### config.mk
export PLATFORM = sky130hd
export DESIGN_NAME = bias_fetch_ctrl
export DESIGN_NICKNAME = d
export VERILOG_FILES = /design/src/rtl/bias_fetch_ctrl.sv
export SDC_FILE = /design/constraint.sdc
export NUM_CORES = 1
export LEC_CHECK = 0
export BUFFER_PORTS_ARGS = -buffer_cell sky130_fd_sc_hd__buf_2
export CORE_MARGIN = 2
export CORE_UTILIZATION = 41
export DETAILED_ROUTE_END_ITERATION = 16
export PLACE_DENSITY_LB_ADDON = 0.3
export RECOVER_POWER = 25
export SLEW_MARGIN = 15
export SYNTH_ARGS = -nofsm -noshare
export SYNTH_HDL_FRONTEND = slang
export SYNTH_SLANG_ARGS = --single-unit
### constraint.sdc
create_clock -name clk -period 1.8 [get_ports clk]
set_input_delay 0.18 -clock clk [delete_from_list [all_inputs] [get_ports clk]]
set_output_delay 0.18 -clock clk [all_outputs]
set_load 0.01 [all_outputs]
### src/rtl/bias_fetch_ctrl.sv
// Bias fetch sequencer: walks the 4-port bias memory from a base index and
// streams four bias words per beat on a valid/ready output with lane mask and last flag.
module bias_fetch_ctrl #(
  parameter int DEPTH = 128,
  parameter int AW    = 7,
  parameter int DW    = 32,
  parameter int LANES = 4
) (
  input  logic                clk,
  input  logic                rst_n,
  input  logic                start,
  input  logic [AW-1:0]       base_idx,
  input  logic [7:0]          num_bias,
  input  logic                abort,
  output logic                busy,
  output logic                done,
  output logic [AW-1:0]       a1,
  output logic [AW-1:0]       a2,
  output logic [AW-1:0]       a3,
  output logic [AW-1:0]       a4,
  input  logic [LANES*DW-1:0] bias_in,
  output logic                out_valid,
  input  logic                out_ready,
  output logic [LANES*DW-1:0] out_data,
  output logic [LANES-1:0]    out_lane_mask,
  output logic                out_last
);

  typedef enum logic [1:0] {S_IDLE, S_FETCH, S_OUT, S_DONE} state_t;

  state_t              state_q, state_d;
  logic [AW-1:0]       ptr_q, ptr_d;
  logic [7:0]          rem_q, rem_d;
  logic                valid_q, valid_d;
  logic [LANES*DW-1:0] data_q, data_d;
  logic [LANES-1:0]    mask_q, mask_d;
  logic                last_q, last_d;

  logic                hs;
  logic                accept;
  logic                capture;
  logic [7:0]          num_clamped;
  logic [LANES*DW-1:0] lane_data;
  logic [LANES-1:0]    lane_hit;

  assign hs          = valid_q & out_ready;
  assign num_clamped = (num_bias > 8'(DEPTH)) ? 8'(DEPTH) : num_bias;
  assign accept      = (state_q == S_IDLE) & start & ~abort;
  // A beat is captured on entry (FETCH) and on every non-final handshake, so a
  // consumer holding ready high sees one beat per cycle.
  assign capture     = ~abort & ((state_q == S_FETCH) |
                                 ((state_q == S_OUT) & hs & ~last_q));

  genvar gi;
  generate
    for (gi = 0; gi < LANES; gi++) begin : g_lane
      assign lane_hit[gi] = (rem_q > 8'(gi));
      assign lane_data[gi*DW +: DW] = lane_hit[gi] ? bias_in[gi*DW +: DW] : '0;
    end
  endgenerate

  // State register
  always_ff @(posedge clk or negedge rst_n) begin
    if (!rst_n) state_q <= S_IDLE;
    else        state_q <= state_d;
  end

  // Next-state logic; abort overrides everything outside IDLE
  always_comb begin
    state_d = state_q;
    case (state_q)
      S_IDLE:  if (accept) state_d = (num_clamped == 8'd0) ? S_DONE : S_FETCH;
      S_FETCH: state_d = S_OUT;
      S_OUT:   if (hs && last_q) state_d = S_DONE;
      S_DONE:  state_d = S_IDLE;
      default: state_d = S_IDLE;
    endcase
    if (abort && state_q != S_IDLE) state_d = S_IDLE;
  end

  // Outputs
  always_comb begin
    busy = (state_q != S_IDLE);
    done = (state_q == S_DONE);
    a1   = ptr_q;
    a2   = ptr_q + AW'(1);
    a3   = ptr_q + AW'(2);
    a4   = ptr_q + AW'(3);
  end

  always_comb begin
    ptr_d   = ptr_q;
    rem_d   = rem_q;
    valid_d = valid_q;
    data_d  = data_q;
    mask_d  = mask_q;
    last_d  = last_q;
    if (accept) begin
      ptr_d = base_idx;
      rem_d = num_clamped;
    end
    if (capture) begin
      data_d  = lane_data;
      mask_d  = lane_hit;
      last_d  = (rem_q <= 8'(LANES));
      ptr_d   = ptr_q + AW'(LANES);
      rem_d   = (rem_q >= 8'(LANES)) ? rem_q - 8'(LANES) : 8'd0;
      valid_d = 1'b1;
    end else if (state_q == S_OUT && hs && last_q) begin
      valid_d = 1'b0;
    end
    if (abort && state_q != S_IDLE) begin
      valid_d = 1'b0;
      last_d  = 1'b0;
      mask_d  = '0;
    end
  end

  always_ff @(posedge clk or negedge rst_n) begin
    if (!rst_n) begin
      ptr_q   <= '0;
      rem_q   <= '0;
      valid_q <= 1'b0;
      data_q  <= '0;
      mask_q  <= '0;
      last_q  <= 1'b0;
    end else begin
      ptr_q   <= ptr_d;
      rem_q   <= rem_d;
      valid_q <= valid_d;
      data_q  <= data_d;
      mask_q  <= mask_d;
      last_q  <= last_d;
    end
  end

  assign out_valid     = valid_q;
  assign out_data      = data_q;
  assign out_lane_mask = mask_q;
  assign out_last      = last_q;

endmodule
==> impl_results.md, run 1 <==
* Outcome: complete, but fails checks
* Failing checks: negative setup slack
* Critical Path Source Type: flip-flop
* Vias in the first global route at 6735
* DRC violations left at 0
* Peak supply drop at 0.000964 V
* Crit end category: flip-flop
* Cell mode on critical path: buf_6
* DRT antenna net count at 0
* P_sw at between 7000 and 8000 uW
* Share of the synthesized area in the top cell type at 0.618
* WP data arrival at 2.18 ns
* EDFF count, synth at 0
* CTS H-Tree Depth at 4
* Worst path required time at 2.11 ns
* Fin. max-slew vios at 0
* Starting density of the core at 0.421
* Total gr overflow at 0
* Power share of the combinational group at 0.506
* CTS Buf Count at 17
* Root Buffer: clkbuf_16
* Final min period at 1.86 ns
* Max-cap violations at 0
* Final Wtd Congestion at 0.860
* Hold Path Class: input port to flip-flop
* Clock transition at path regs at approximately 0.060 ns
* CTS tree: built
* IO Port Bufs at a little over 300
* Yosys reg bits at 151
* Row Count at 44
* Top Ports at 312
* Clock power frac at 0.180
* Area growth syn-to-layout at 79.3%
* Buf/Inv on CP at 3
* Synth Flop Type: dfrtp_1
* Leak at 0.00553 uW
* Seq/Total Area, Yosys at 0.618
* Post-Syn Nets at 629
* Crit Path Max Fanout at 8
* Gr usage total at 0.291
* Worst Tran Pin Value at 1.09 ns
* Int Power at around 12000 uW
* Die span in y at ~130 um
* Clk sink count at 151
* PD cells at roughly 1800 mW/mm2
* Synth Area per Inst at approximately 13 um2
* Cells after Synth at ~470
* Ratio of final minimum period to clock period at 1.04
* Fin Clk Skew at 0.0117 ns
* Core area at 0.0145 mm2
* Cell family with most CP delay: buffers and inverters
* Largest net degree at the start of global routing at 75
* Fmax at 537 MHz
* Initial antenna violation count at 0
* Relative slew slack at 0.275
* WS Path Type: flip-flop to flip-flop
* Fraction of layout cells with a size suffix above 1 at 0.480
* Post-Route WL at 25.5 mm
* HPWL after detailed placement at 13.5 mm
* Asr flop ratio synth at 1.00
* Inst Count DP at 976
* Post-synth top area cell: dfrtp_1
* Setup Viol. Count Final at 94
* Wire per inst at roughly 22 um
* Sw Ratio at 0.391
* Fillcell total at 859
* Via count at roughly 6.7k
* Final Worst Setup Slack at -0.0636 ns
* Cell Area, Synth at 0.00612 mm2
* Post-route insts no fill at between 1k and 1.5k
* Worst path slowest cell: dfrtp_2
* RSZ-0062 raised after global routing: true
* Iter 0 DRT Violations at just under 600
* Post-synth cell types at 48
* Flop pwr share at 0.314
* YS warnings at 0
* Crit path cell chain: ha_4 > and4b_2 > o21ai_4 > buf_6 > a31oi_4 > buf_6 > clkbuf_16 > a22o_1
* Post-route total power at just under 20000 uW
* Maximum root-to-sink buffer count at 2
* Avg Vias per Cell at 5.63
* Horiz. Die Dim at 126 um
* Full die area at 0.0159 mm2
* Clk_lat worst skew at 0.43 ns
* First-pass DRT Iterations at 6
* Slowest cell delay on critical path at 0.44 ns
* Top post-synthesis cells by area: dfrtp_1, a22o_1, ha_1
* Nets at 1146
* First-pass GRT wire length at 36.2 mm
* Final Hold Vio Count at 0
==> stage by stage <==
stage / worst slack [ns] / instance area [um2] / TNS, ns / utilization / hold WS [ns]
after floorplan: 0.00186 / 6160 / 0 / - / -0.116
after global placement: -0.158 / 8220 / -9.32 / 0.565 / 0.118
after detailed placement: -0.295 / 8220 / -16.64 / 0.565 / 0.127
after CTS: -0.0599 / 10400 / -2.57 / 0.718 / 0.00995
after global routing: -0.107 / 11000 / -7.95 / 0.754 / 0.0266
final: -0.0636 / 11000 / -2.60 / 0.755 / 0.0198
==> sequential cells by signal, summed over array words and instances, names as in the netlist <==
signal,cells
rem_q,8
out_valid,1
state_q,2
a1,7
out_lane_mask,4
out_data,128
out_last,1
==> cell usage after synthesis, drive strengths merged, types with 3 or more instances <==
cell / number
nor3: 5
o21ai: 9
buf: 26
a21oi: 16
nand3: 9
nor2: 9
nor4: 4
inv: 15
a22o: 128
dfrtp: 151
a21o: 4
clkbuf: 6
a31oi: 5
ha: 12
o31ai: 3
xnor2: 11
xor2: 3
mux2: 3
nand2: 15
==> path summary, 6_finish.rpt <==
check,end,cells after the start,startpoint,slack (ns)
worst min-delay path,out_data[82]$_DFFE_PN0N_,2,bias_in[82],0.02
worst min register to register,out_lane_mask[0]$_DFFE_PN0P_,1,out_lane_mask[0]$_DFFE_PN0P_,0.47
worst max-delay path,out_data[11]$_DFFE_PN0N_,8,state_q[1]$_DFFE_PN0P_,-0.06
worst max register to register,out_data[11]$_DFFE_PN0N_,8,state_q[1]$_DFFE_PN0P_,-0.06
min in group asynchronous,out_data[52]$_DFFE_PN0N_,2,rst_n,0.50
max in group asynchronous,a1[0]$_DFFE_PN0P_,3,rst_n,0.30
==> logic make-up (layout without fill, tap and decap cells) <==
group           after synthesis  after routing  synth area share
other cells                   0              1                 0
buf+inv                      48            576            0.0350
xor+xnor                     14             14            0.0200
simple gates                 56             56            0.0491
flops                       151            151             0.618
compound gates              183            185             0.245
fa+ha+maj                    12             12            0.0245
mux                           5              5           0.00879
==> what timing repair did <==
action,4_1_cts,5_1_grt
gates resized for setup,31,53
hold buffers,132,0
pin swaps,6,30
hold endpoints to repair,170,0
endpoints found under the setup margin,153,154
buffers inserted,18,13
cloned,2,11
==> power by group through the flow <==
stage	Combinational [uW]	Clock (uW)	Sequential, uW
floorplan	3510	0	6600
global placement	7390	0	5960
detailed placement	7600	0	5990
CTS	8530	3540	5960
global route	10400	3680	6240
finish	9860	3510	6100
==> routing by layer <==
layer / routed length [um] / track usage / vias to the layer above
li1: - / - / 2837
met1: 9770 / 0.331 / 3348
met2: 13000 / 0.525 / 395
met3: 1800 / 0.0646 / 87
met4: 930 / 0.123 / 0
met5: 0 / 0 / -
==> layout make-up <==
| cell class | instances | area (um2) | share of cell area |
|---|---|---|---|
| sequential | 151 | 3780 | 0.345 |
| multi-input combinational | 272 | 2440 | 0.222 |
| tap | 184 | 230 | 0.0210 |
| timing repair buffer | 528 | 3870 | 0.353 |
| inverter | 16 | 62.6 | 0.00570 |
| clock inverter | 14 | 141 | 0.0129 |
| clock buffer | 18 | 439 | 0.0400 |
| antenna | 1 | 2.50 | 0.000228 |
==> placed cells by master (no fill, tap or decap), types with 7 or more instances in the layout <==
master / synthesis / final
a22o_1: 128 / 128
dfrtp_1: 151 / 147
a21oi_1: 14 / 10
nand2_1: 15 / 13
inv_1: 15 / 10
nand3_1: 9 / 7
xnor2_1: 11 / 9
dlygate4sd3_1: 0 / 132
ha_4: 0 / 7
clkbuf_16: 0 / 23
buf_2: 21 / 309
buf_12: 0 / 9
buf_4: 2 / 45
buf_6: 0 / 20
Power figures use the tool's default switching activity.
==> run 2: changes to the inputs <==
--- a/config.mk
+++ b/config.mk
@@ -5,9 +5,10 @@
 export SDC_FILE = /design/constraint.sdc
 export NUM_CORES = 1
 export LEC_CHECK = 0
+export ABC_CLOCK_PERIOD_IN_PS = 1800
 export BUFFER_PORTS_ARGS = -buffer_cell sky130_fd_sc_hd__buf_2
 export CORE_MARGIN = 2
-export CORE_UTILIZATION = 41
+export CORE_UTILIZATION = 40
 export DETAILED_ROUTE_END_ITERATION = 16
 export PLACE_DENSITY_LB_ADDON = 0.3
 export RECOVER_POWER = 25
==> constraint.sdc (replaced) <==
create_clock -name clk -period 1.8 [get_ports clk]
set_input_delay 0.36 -clock clk [delete_from_list [all_inputs] [get_ports clk]]
set_output_delay 0.36 -clock clk [all_outputs]
set_load 0.01 [all_outputs]
==> impl_results.md, run 2 (synthesis results as in run 1) <==
* Area growth syn-to-layout at 65.3%
* Hold path startpoint: bias_in[71]
* Total gr overflow at 0
* Top Ports at 312
* Leak at 0.00519 uW
* Root Buffer: clkbuf_16
* Fin Clk Skew at 0.00763 ns
* Most common cell after layout, fill and taps aside: buf_2
* Via count at approximately 5.8k
* Ratio of final minimum period to clock period at 1.13
* Relative slew slack at 0.435
* Fraction of layout cells with a size suffix above 1 at 0.565
* WS Path Type: flip-flop to primary output
* Crit Path Max Fanout at 6
* PD cells at 1950 mW/mm2
* Largest register FFs at 128
* Worst flop-to-flop path startpoint: state_q[0]$_DFFE_PN0P_
* First-pass DRT Iterations at 5
* CTS H-Tree Depth at 4
* Final Worst Setup Slack at -0.234 ns
* Nets at 1025
* Die span in y at 128 um
* Final Util at 0.670
* RSZ-0062 raised after global routing: true
* Horiz. Die Dim at 128 um
* CTS tree: built
* Setup Viol. Count Final at 139
* HPWL after detailed placement at roughly 13 mm
* Crit end category: primary output
* WP data arrival at 1.67 ns
* Worst Tran Pin Value at 0.848 ns
* Wire per inst at 20.6 um
* Critical path startpoint: a1[2]$_DFFE_PN0P_
* Core area at 0.0151 mm2
* Clk_lat worst skew at roughly 0.42 ns
* DRC violations left at 0
* Clock transition at path regs at about 0.060 ns
* Clk sink count at 151
* Max-cap violations at 0
* Post-Route WL at 22.0 mm
* Maximum root-to-sink buffer count at 2
* Vias in the first global route at between 5k and 6k
* Final Hold Vio Count at 0
* Starting density of the core at 0.405
* Dpl ws at -0.215 ns
* Fmax at 492 MHz
* Failing checks: negative setup slack
* Row Count at 45
* Gr usage total at 0.251
* Largest net degree at the start of global routing at 57
* Final min period at 2.03 ns
* Fillcell total at between 1k and 1.5k
* Peak supply drop at 0.00100 V
* Fin. max-slew vios at 0
* First-pass GRT wire length at ~31 mm
* Iter 0 DRT Violations at approximately 360
* Setup TNS at -17.11 ns
* Full die area at 0.0163 mm2
* Antenna cell count at 0
* Critical Path Source Type: flip-flop
* IO Port Bufs at between 300 and 400
* CTS Buf Count at 17
* Outcome: complete, but fails checks
* Hold Path Class: input port to flip-flop
* DRT antenna net count at 0
* Most frequent cells in the layout: buf_2, dfrtp_1, a22o_1, buf_4, buf_6
* Post-route total power at 19800 uW
* Final Wtd Congestion at 0.936
* Initial antenna violation count at 0
* Worst path required time at 1.44 ns
* Avg Vias per Cell at approximately 5.5
run 2: changes by cell type in the layout (fill, tap and decap cells not counted), sizes merged:
| cell | previous run | this run |
|---|---|---|
| a21oi | 18 | 17 |
| dlygate4sd3 | 132 | 1 |
| bufinv | 1 | 4 |
| clkinv | 7 | 4 |
| buf | 388 | 400 |
| clkinvlp | 2 | 1 |
| diode | 1 | 0 |
run 2: path summary, 6_finish.rpt:
check	to	slack, ns	depth (start not counted)
max	a3[6]	-0.23	5
min	out_data[71]$_DFFE_PN0N_	0.15	2
max reg2reg	out_data[63]$_DFFE_PN0N_	-0.21	11
min reg2reg	out_lane_mask[3]$_DFFE_PN0P_	0.48	1
max in group asynchronous	a1[1]$_DFFE_PN0P_	0.21	3
min in group asynchronous	out_data[47]$_DFFE_PN0N_	0.57	2
run 2: critical path: stages (launching register included):
cell     delay (ns)
dfrtp_2        0.46
ha_4           0.19
and3_4         0.22
nand2_1        0.07
xnor2_1        0.16
buf_2          0.16
run 2: cell type report:
cell class	count	area, um2	share of cell area
well taps	188	235	0.0233
clock inverters	13	193	0.0191
flip-flops and latches	151	3780	0.374
repair buffers	408	2930	0.290
clock buffers	19	433	0.0428
multi-input cells	271	2470	0.245
inverters	16	62.6	0.00619
run 2: timing repair:
| action | in CTS | in global routing |
|---|---|---|
| hold endpoints to repair | 31 | 0 |
| setup buffers | 19 | 17 |
| setup endpoints to repair | 137 | 167 |
| hold buffers | 1 | 0 |
| pin swaps | 33 | 50 |
| cloned | 15 | 9 |
| gates resized for setup | 69 | 57 |
run 2: metrics by stage:
stage / instances / area, um2 / hold WS, ns
floorplan: 469 / 6160 / 0.0644
global placement: 982 / 8250 / 0.269
detailed placement: 982 / 8250 / 0.272
CTS: 1049 / 9720 / 0.127
global route: 1066 / 10100 / 0.131
finish: 1066 / 10100 / 0.147
run 2: layer usage:
layer | wire length, um | GRT usage
met5 | 0 | 0
met4 | 664 | 0.108
met3 | 1460 | 0.0584
met2 | 11200 | 0.425
met1 | 8690 | 0.309
run 2: report_power, final:
| group | total [uW] | switching, uW | leakage (uW) | internal, uW |
|---|---|---|---|---|
| logic | 9940 | 4750 | 0.00300 | 5180 |
| registers | 6000 | 1050 | 0.00189 | 4960 |
| clock network | 3830 | 1480 | 0.000305 | 2350 |
| total | 19800 | 7280 | 0.00519 | 12500 |
